`config.mk`:
```
export PLATFORM = sky130hd
export DESIGN_NAME = draw_sprite_flat
export DESIGN_NICKNAME = d
export VERILOG_FILES = /design/src/rtl/draw_sprite_if.sv /design/src/rtl/draw_sprite.sv /design/src/flat_wrapper.sv
export SDC_FILE = /design/constraint.sdc
export NUM_CORES = 1
export LEC_CHECK = 0
export ABC_AREA = 0
export ABC_CLOCK_PERIOD_IN_PS = 2100
export BUFFER_PORTS_ARGS = -buffer_cell sky130_fd_sc_hd__buf_4
export CORE_UTILIZATION = 35
export CTS_BUF_LIST = sky130_fd_sc_hd__clkbuf_16
export DETAILED_ROUTE_END_ITERATION = 8
export MAX_ROUTING_LAYER = met4
export PLACE_DENSITY = 0.68
export SLEW_MARGIN = 20
export SYNTH_ARGS = -nofsm -noshare
export SYNTH_HDL_FRONTEND = slang
export SYNTH_SLANG_ARGS = --single-unit
```
`constraint.sdc`:
```
create_clock -name clk -period 2.1 [get_ports clk]
set_clock_uncertainty 0.15 [all_clocks]
set_input_delay 0.105 -clock clk [delete_from_list [all_inputs] [get_ports clk]]
set_output_delay 0.105 -clock clk [all_outputs]
set_load 0.01 [all_outputs]
```
`src/rtl/draw_sprite_if.sv`:
```
// draw_sprite_if: sprite blitter request, ROM and pixel-plot signal bundle.
interface draw_sprite_if #(
   parameter int ADDR_W = 8,
   parameter int COL_W  = 3,
   parameter int X_W    = 8,
   parameter int Y_W    = 7
);
   logic              start;
   logic [X_W-1:0]    x0;
   logic [Y_W-1:0]    y0;
   logic              key_en;
   logic [COL_W-1:0]  key_col;
   logic              fill_en;
   logic [COL_W-1:0]  fill_col;
   logic [ADDR_W-1:0] rom_addr;
   logic [COL_W-1:0]  rom_data;
   logic [X_W-1:0]    x_out;
   logic [Y_W-1:0]    y_out;
   logic [COL_W-1:0]  col_out;
   logic              plot;
   logic              busy;
   logic              done;
   modport slave (
      input  start, x0, y0, key_en, key_col, fill_en, fill_col, rom_data,
      output rom_addr, x_out, y_out, col_out, plot, busy, done
   );
   modport master (
      output start, x0, y0, key_en, key_col, fill_en, fill_col, rom_data,
      input  rom_addr, x_out, y_out, col_out, plot, busy, done
   );
endinterface

```
`src/rtl/draw_sprite.sv`:
```
// draw_sprite: blits an IMG_W x IMG_H ROM image at (x0,y0) with clipping,
// colour-key transparency and solid fill; one pixel per cycle after a 1-cycle ROM latency.
module draw_sprite #(
   parameter int IMG_W    = 32,
   parameter int IMG_H    = 8,
   parameter int ADDR_W   = 8,
   parameter int COL_W    = 3,
   parameter int X_W      = 8,
   parameter int Y_W      = 7,
   parameter int SCREEN_W = 160,
   parameter int SCREEN_H = 120
) (
   input logic         clk,
   input logic         resetn,
   draw_sprite_if.slave bus
);
   localparam int CW = IMG_W > 1 ? $clog2(IMG_W) : 1;
   localparam int RW = IMG_H > 1 ? $clog2(IMG_H) : 1;
   localparam logic [CW-1:0] COL_LAST = CW'(IMG_W - 1);
   localparam logic [RW-1:0] ROW_LAST = RW'(IMG_H - 1);
   localparam logic [X_W:0]  X_LIM    = (X_W+1)'(SCREEN_W);
   localparam logic [Y_W:0]  Y_LIM    = (Y_W+1)'(SCREEN_H);

   typedef enum logic [1:0] {IDLE, READ, DRAIN, DONE} state_t;
   state_t state;

   logic [CW-1:0]    col_cnt;
   logic [RW-1:0]    row_cnt;
   logic [X_W-1:0]   x0_q;
   logic [Y_W-1:0]   y0_q;
   logic             key_en_q, fill_en_q;
   logic [COL_W-1:0] key_col_q, fill_col_q;
   logic             out_vld, in_view;
   logic [X_W:0]     x_sum;
   logic [Y_W:0]     y_sum;
   logic             col_wrap, last;

   // One extra bit so an origin near the edge clips instead of wrapping to 0.
   assign x_sum    = {1'b0, x0_q} + (X_W+1)'(col_cnt);
   assign y_sum    = {1'b0, y0_q} + (Y_W+1)'(row_cnt);
   assign col_wrap = col_cnt == COL_LAST;
   assign last     = col_wrap && row_cnt == ROW_LAST;

   // Colour and transparency depend on ROM data that only arrives in the output cycle.
   assign bus.col_out = out_vld ? (fill_en_q ? fill_col_q : bus.rom_data) : '0;
   assign bus.plot    = out_vld && in_view &&
                        !(key_en_q && !fill_en_q && bus.rom_data == key_col_q);

   always_ff @(posedge clk or negedge resetn) begin
      if (!resetn) begin
         state        <= IDLE;
         col_cnt      <= '0;
         row_cnt      <= '0;
         x0_q         <= '0;
         y0_q         <= '0;
         key_en_q     <= 1'b0;
         key_col_q    <= '0;
         fill_en_q    <= 1'b0;
         fill_col_q   <= '0;
         out_vld      <= 1'b0;
         in_view      <= 1'b0;
         bus.rom_addr <= '0;
         bus.x_out    <= '0;
         bus.y_out    <= '0;
         bus.busy     <= 1'b0;
         bus.done     <= 1'b0;
      end else begin
         bus.done <= 1'b0;
         case (state)
            IDLE: if (bus.start) begin
               x0_q         <= bus.x0;
               y0_q         <= bus.y0;
               key_en_q     <= bus.key_en;
               key_col_q    <= bus.key_col;
               fill_en_q    <= bus.fill_en;
               fill_col_q   <= bus.fill_col;
               col_cnt      <= '0;
               row_cnt      <= '0;
               bus.rom_addr <= '0;
               bus.busy     <= 1'b1;
               state        <= READ;
            end
            READ: begin
               bus.x_out    <= x_sum[X_W-1:0];
               bus.y_out    <= y_sum[Y_W-1:0];
               in_view      <= x_sum < X_LIM && y_sum < Y_LIM;
               out_vld      <= 1'b1;
               bus.rom_addr <= bus.rom_addr + ADDR_W'(1);
               col_cnt      <= col_wrap ? '0 : col_cnt + CW'(1);
               row_cnt      <= col_wrap ? row_cnt + RW'(1) : row_cnt;
               state        <= last ? DRAIN : READ;
            end
            DRAIN: begin
               out_vld  <= 1'b0;
               bus.busy <= 1'b0;
               bus.done <= 1'b1;
               state    <= DONE;
            end
            DONE: state <= IDLE;
         endcase
      end
   end
endmodule

```
`src/flat_wrapper.sv`:
```
// flat-port wrapper written by rule: the top's interface ports become plain ports
module draw_sprite_flat 
#(
   parameter int IMG_W    = 32,
   parameter int IMG_H    = 8,
   parameter int ADDR_W   = 8,
   parameter int COL_W    = 3,
   parameter int X_W      = 8,
   parameter int Y_W      = 7,
   parameter int SCREEN_W = 160,
   parameter int SCREEN_H = 120
)
  (clk, resetn, bus_start, bus_x0, bus_y0, bus_key_en, bus_key_col, bus_fill_en, bus_fill_col, bus_rom_data, bus_rom_addr, bus_x_out, bus_y_out, bus_col_out, bus_plot, bus_busy, bus_done);
  draw_sprite_if #(.ADDR_W(ADDR_W), .COL_W(COL_W), .X_W(X_W), .Y_W(Y_W)) bus_i ();
  input logic clk;
  input logic resetn;
  input wire logic [$bits(bus_i.start)-1:0] bus_start;
  input wire logic [$bits(bus_i.x0)-1:0] bus_x0;
  input wire logic [$bits(bus_i.y0)-1:0] bus_y0;
  input wire logic [$bits(bus_i.key_en)-1:0] bus_key_en;
  input wire logic [$bits(bus_i.key_col)-1:0] bus_key_col;
  input wire logic [$bits(bus_i.fill_en)-1:0] bus_fill_en;
  input wire logic [$bits(bus_i.fill_col)-1:0] bus_fill_col;
  input wire logic [$bits(bus_i.rom_data)-1:0] bus_rom_data;
  output wire logic [$bits(bus_i.rom_addr)-1:0] bus_rom_addr;
  output wire logic [$bits(bus_i.x_out)-1:0] bus_x_out;
  output wire logic [$bits(bus_i.y_out)-1:0] bus_y_out;
  output wire logic [$bits(bus_i.col_out)-1:0] bus_col_out;
  output wire logic [$bits(bus_i.plot)-1:0] bus_plot;
  output wire logic [$bits(bus_i.busy)-1:0] bus_busy;
  output wire logic [$bits(bus_i.done)-1:0] bus_done;
  assign bus_i.start = bus_start;
  assign bus_i.x0 = bus_x0;
  assign bus_i.y0 = bus_y0;
  assign bus_i.key_en = bus_key_en;
  assign bus_i.key_col = bus_key_col;
  assign bus_i.fill_en = bus_fill_en;
  assign bus_i.fill_col = bus_fill_col;
  assign bus_i.rom_data = bus_rom_data;
  assign bus_rom_addr = bus_i.rom_addr;
  assign bus_x_out = bus_i.x_out;
  assign bus_y_out = bus_i.y_out;
  assign bus_col_out = bus_i.col_out;
  assign bus_plot = bus_i.plot;
  assign bus_busy = bus_i.busy;
  assign bus_done = bus_i.done;
  draw_sprite #(.IMG_W(IMG_W), .IMG_H(IMG_H), .ADDR_W(ADDR_W), .COL_W(COL_W), .X_W(X_W), .Y_W(Y_W), .SCREEN_W(SCREEN_W), .SCREEN_H(SCREEN_H)) u_core (.clk(clk), .resetn(resetn), .bus(bus_i));
endmodule
```
==> run summary <==
The run finished with clean final reports. At the pin with the least slew margin, the transition time is 0.752 ns. The run gives 322 as the post-synth net total.

After the first detailed-routing iteration, the DRC count stood at 58. The category of the critical setup timing path is flop to flop. After clock tree synthesis, the clock-pin slew on the worst setup and hold paths is 0.05 ns. Derived from the worst setup path, the maximum achievable clock frequency is 496 MHz.

Buffers inserted during clock tree synthesis total 9. Destination of the worst register-to-register timing path: u_core.in_view$_DFFE_PN0P_. The count of input and output buffers is 57.

By area the synthesized netlist is led by dfrtp_1, mux2_2, ha_1. No sink is reached through more buffers than the 2 on the longest clock path. Largest family of logic cells by synthesized area: multiplexers. Setup repair after global routing could not meet its margin everywhere. The number of synthesized flops with an enable pin was 0. The worst register-to-register path begins at u_core.col_cnt[0]$_DFFE_PN0P_. The floorplan step set the die width to 95.6 um.

The number of pins exceeding their max-slew limit in the final report was 0; the fraction of registers with async set/reset was 100%. Along the worst path, the maximum fanout reaches 2. After routing the design area is 4220 um^2. Number of diodes: 0. For this run, the post-layout net count is 417. The worst relative slew slack came out at 49.8%. Of all cell types, the one taking the most synthesized area is dfrtp_1.

Global routing consumed, over all layers together, 16.7% of the routing resources. The setup slack of the worst register-to-register path came out at 0.09 ns. In the finished design, the share of the clock period the worst path needs comes to 95.9%.

The worst path required time is 2.16 ns. The detailed-route wire length is 6400 um. For the initial antenna violation count, the log shows 0. The leakage power of the design came out at 0.00193 uW. Clock tree synthesis selected as its root buffer the cell clkbuf_16. For the worst setup path, the data arrival time is 2.07 ns. The clock tree synthesis step divided the H-tree into 3 levels. The xor/xnor cell area share of the yosys netlist was 4.57%.

The post-detailed-route via-to-cell ratio is 4.92, and the layout overhead on the synthesized area is 37.5%. Across the VDD grid, the largest voltage drop is 0.672 mV. Global routing finished with a remaining overflow of 0. Number of global-route vias before repair: 2505. The average wire per cell in the routed design is 13.4 um.

For the total number of yosys warnings, the log shows 0. Pin placement for this block handled 58 I/O pins. The cell area that synthesis handed to floorplanning was 3070 um^2. Dividing total power by cell area gives a power density of 1370 nW/um^2. At the placement stage, the worst setup path has a slack of -0.00738 ns.

Overall die area: 9150 um^2. The worst hold path belongs to the class input pin to async pin. The placement row count is 33. Once the floorplan was initialized, standard cells occupied 36.8% of the core. Max-cap violations in this run came to 0. In the post-route analysis, the smallest setup slack over all paths is 0.0857 ns. The commonest non-fill, non-tap cell in the layout was buf_4.

Share of post-route cells with drive strength above 1: 33.8%. Entering global routing, the biggest net connects 61 pins. For this run, the leading register cell type out of synthesis is dfrtp_1.

Fill cells in the final layout number 786. The die is 95.6 um tall. Of the synthesized area, sequential elements account for 48.9%. The multiplexer share of the synthesized area is 13.4%. The library cells used most frequently in the layout, excluding fill and tap cells, are buf_4, dfrtp_1, mux2_2.

Summing the areas of all and, or, nand and nor instances in the mapped netlist gives 11.6% of the synthesized area. Subtracting the final worst setup slack from the clock period gives 2.01 ns. The total area inside the core boundary comes to 8340 um^2. The share of synthesized area in the top cell type comes to 48.9%. Summing the areas of all compound-gate instances in the mapped netlist gives 11.0% of the synthesized area. Before antenna repair, the detailed router went through 4 iterations. The depth of the worst register-to-register path was 7; the number of hold violations in the final report was 0. The global-route wire length before repair was 11300 um. The clock network latency to the later pin of the worst-skew pair was 0.32 ns; the total cell area at the placement stage was 3680 um^2. Detailed routing inserted a total of 2350 vias. The worst setup path is launched from a flop. Setup violations remaining at the end of the flow were counted as 0. The cell count after synthesis came out at 275. Worst setup path startpoint: u_core.col_cnt[0]$_DFFE_PN0P_. TritonCTS built the clock tree.

The congestion estimate from routability-driven global placement came to 0.815. The run gives 60 as the number of sinks on the clock net. Once detailed placement completed, the half-perimeter wirelength came to 4380 um. For the remaining antenna violation count, the log shows 0.

After synthesis, the mean cell area works out to 11.2 um^2. The number of flip-flops and latches in the synthesized netlist came out at 60. The endpoint kind of the worst setup timing path is a flop. The run gives 0 as the final routed DRC violation total. The post-synthesis adder-cell area fraction is 7.83%, and the number of unique standard cell types used by synthesis is 41.
[report_power, final]
part	internal (uW)	switching (uW)	leakage (uW)
logic	1350	1120	0.00107
registers	1630	438	0.000728
clock network	766	468	0.000130
[layer usage]
layer  track usage (%)  share of wire [%]  up-vias
met3              3.35                3.3        9
met1              20.0                 45     1133
met4              7.84                1.7        0
li1                  -                  -     1167
met2              26.9                 50       41
met5                 -                  0        -
[kinds of logic after synthesis]
| group | after synthesis |
|---|---|
| adder cells (fa/ha/maj) | 18 |
| multiplexers | 37 |
| buffers and inverters | 19 |
| AND/OR/NAND/NOR | 69 |
| flip-flops | 60 |
| XOR/XNOR | 16 |
| AO/OA/AOI/OAI | 56 |
[state kept, by name (all words and copies together) (netlist names), 3 cells and up, named ones only]
| register | cells |
|---|---|
| u_core.bus.rom_addr | 8 |
| u_core.bus.x_out | 8 |
| u_core.bus.y_out | 7 |
| u_core.col_cnt | 5 |
| u_core.fill_col_q | 3 |
| u_core.key_col_q | 3 |
| u_core.row_cnt | 3 |
| u_core.x0_q | 8 |
| u_core.y0_q | 7 |
[worst max-delay path by stage]
stage                                 endpoint  slack [ns]
2_1_floorplan  u_core.bus.x_out[6]$_DFFE_PN0P_       0.008
4_1_cts             u_core.in_view$_DFFE_PN0P_        0.02
3_5_place_dp   u_core.bus.x_out[6]$_DFFE_PN0P_      -0.007
3_3_place_gp   u_core.bus.x_out[6]$_DFFE_PN0P_        0.01
5_1_grt             u_core.in_view$_DFFE_PN0P_       -0.03
6_report            u_core.in_view$_DFFE_PN0P_        0.09
[per-stage QoR]
stage	std cells	TNS [ns]	total power (uW)	util, %	hold slack [ns]
after floorplan	275	0	3570	-	-0.341
after global placement	438	0	4410	44.1	0.0785
after detailed placement	438	-0.00738	4470	44.1	0.0835
after CTS	477	0	5780	50.1	0.285
after global routing	478	-0.0326	6250	50.6	0.350
final	478	0	5780	50.6	0.259
[cell usage after synthesis (3+ instances only)]
| cell type | count |
|---|---|
| nand3_1 | 7 |
| mux2i_1 | 5 |
| a21o_1 | 3 |
| inv_1 | 8 |
| buf_2 | 4 |
| nor2b_1 | 5 |
| clkbuf_1 | 3 |
| ha_1 | 16 |
| buf_1 | 3 |
| nand2b_1 | 3 |
| nand4_1 | 3 |
| a21oi_1 | 15 |
| xnor2_1 | 7 |
| dfrtp_1 | 60 |
| nor2_1 | 21 |
| a211oi_1 | 3 |
| mux2_2 | 32 |
| nand2_1 | 18 |
| o21ai_0 | 20 |
| xor2_1 | 9 |
[critical path: stages (launching register included)]
cell	delay, ns
dfrtp_1	0.41
ha_4	0.18
fa_2	0.39
a211oi_2	0.25
nor2_1	0.09
nor2_1	0.15
a31oi_1	0.10
a31o_2	0.20
[area by class of cell]
type / count / area (um^2) / share of cell area, %
Timing Repair Buffer: 95 / 788 / 18.7
Clock buffer: 9 / 225 / 5.34
Inverter: 8 / 30.0 / 0.712
Tap cell: 105 / 131 / 3.11
Sequential cell: 60 / 1500 / 35.6
Multi-Input combinational cell: 196 / 1520 / 36.0
Clock inverter: 5 / 22.5 / 0.534
[what timing repair did]
action | in CTS | in global routing
resized for setup | 2 | 7
hold buffers | 25 | 0
endpoints found under the setup margin | 2 | 3
hold endpoints to repair | 84 | 0
setup buffers | 0 | 1
pin swaps | 1 | 4
Note: power is estimated with default switching activity, not from simulation.
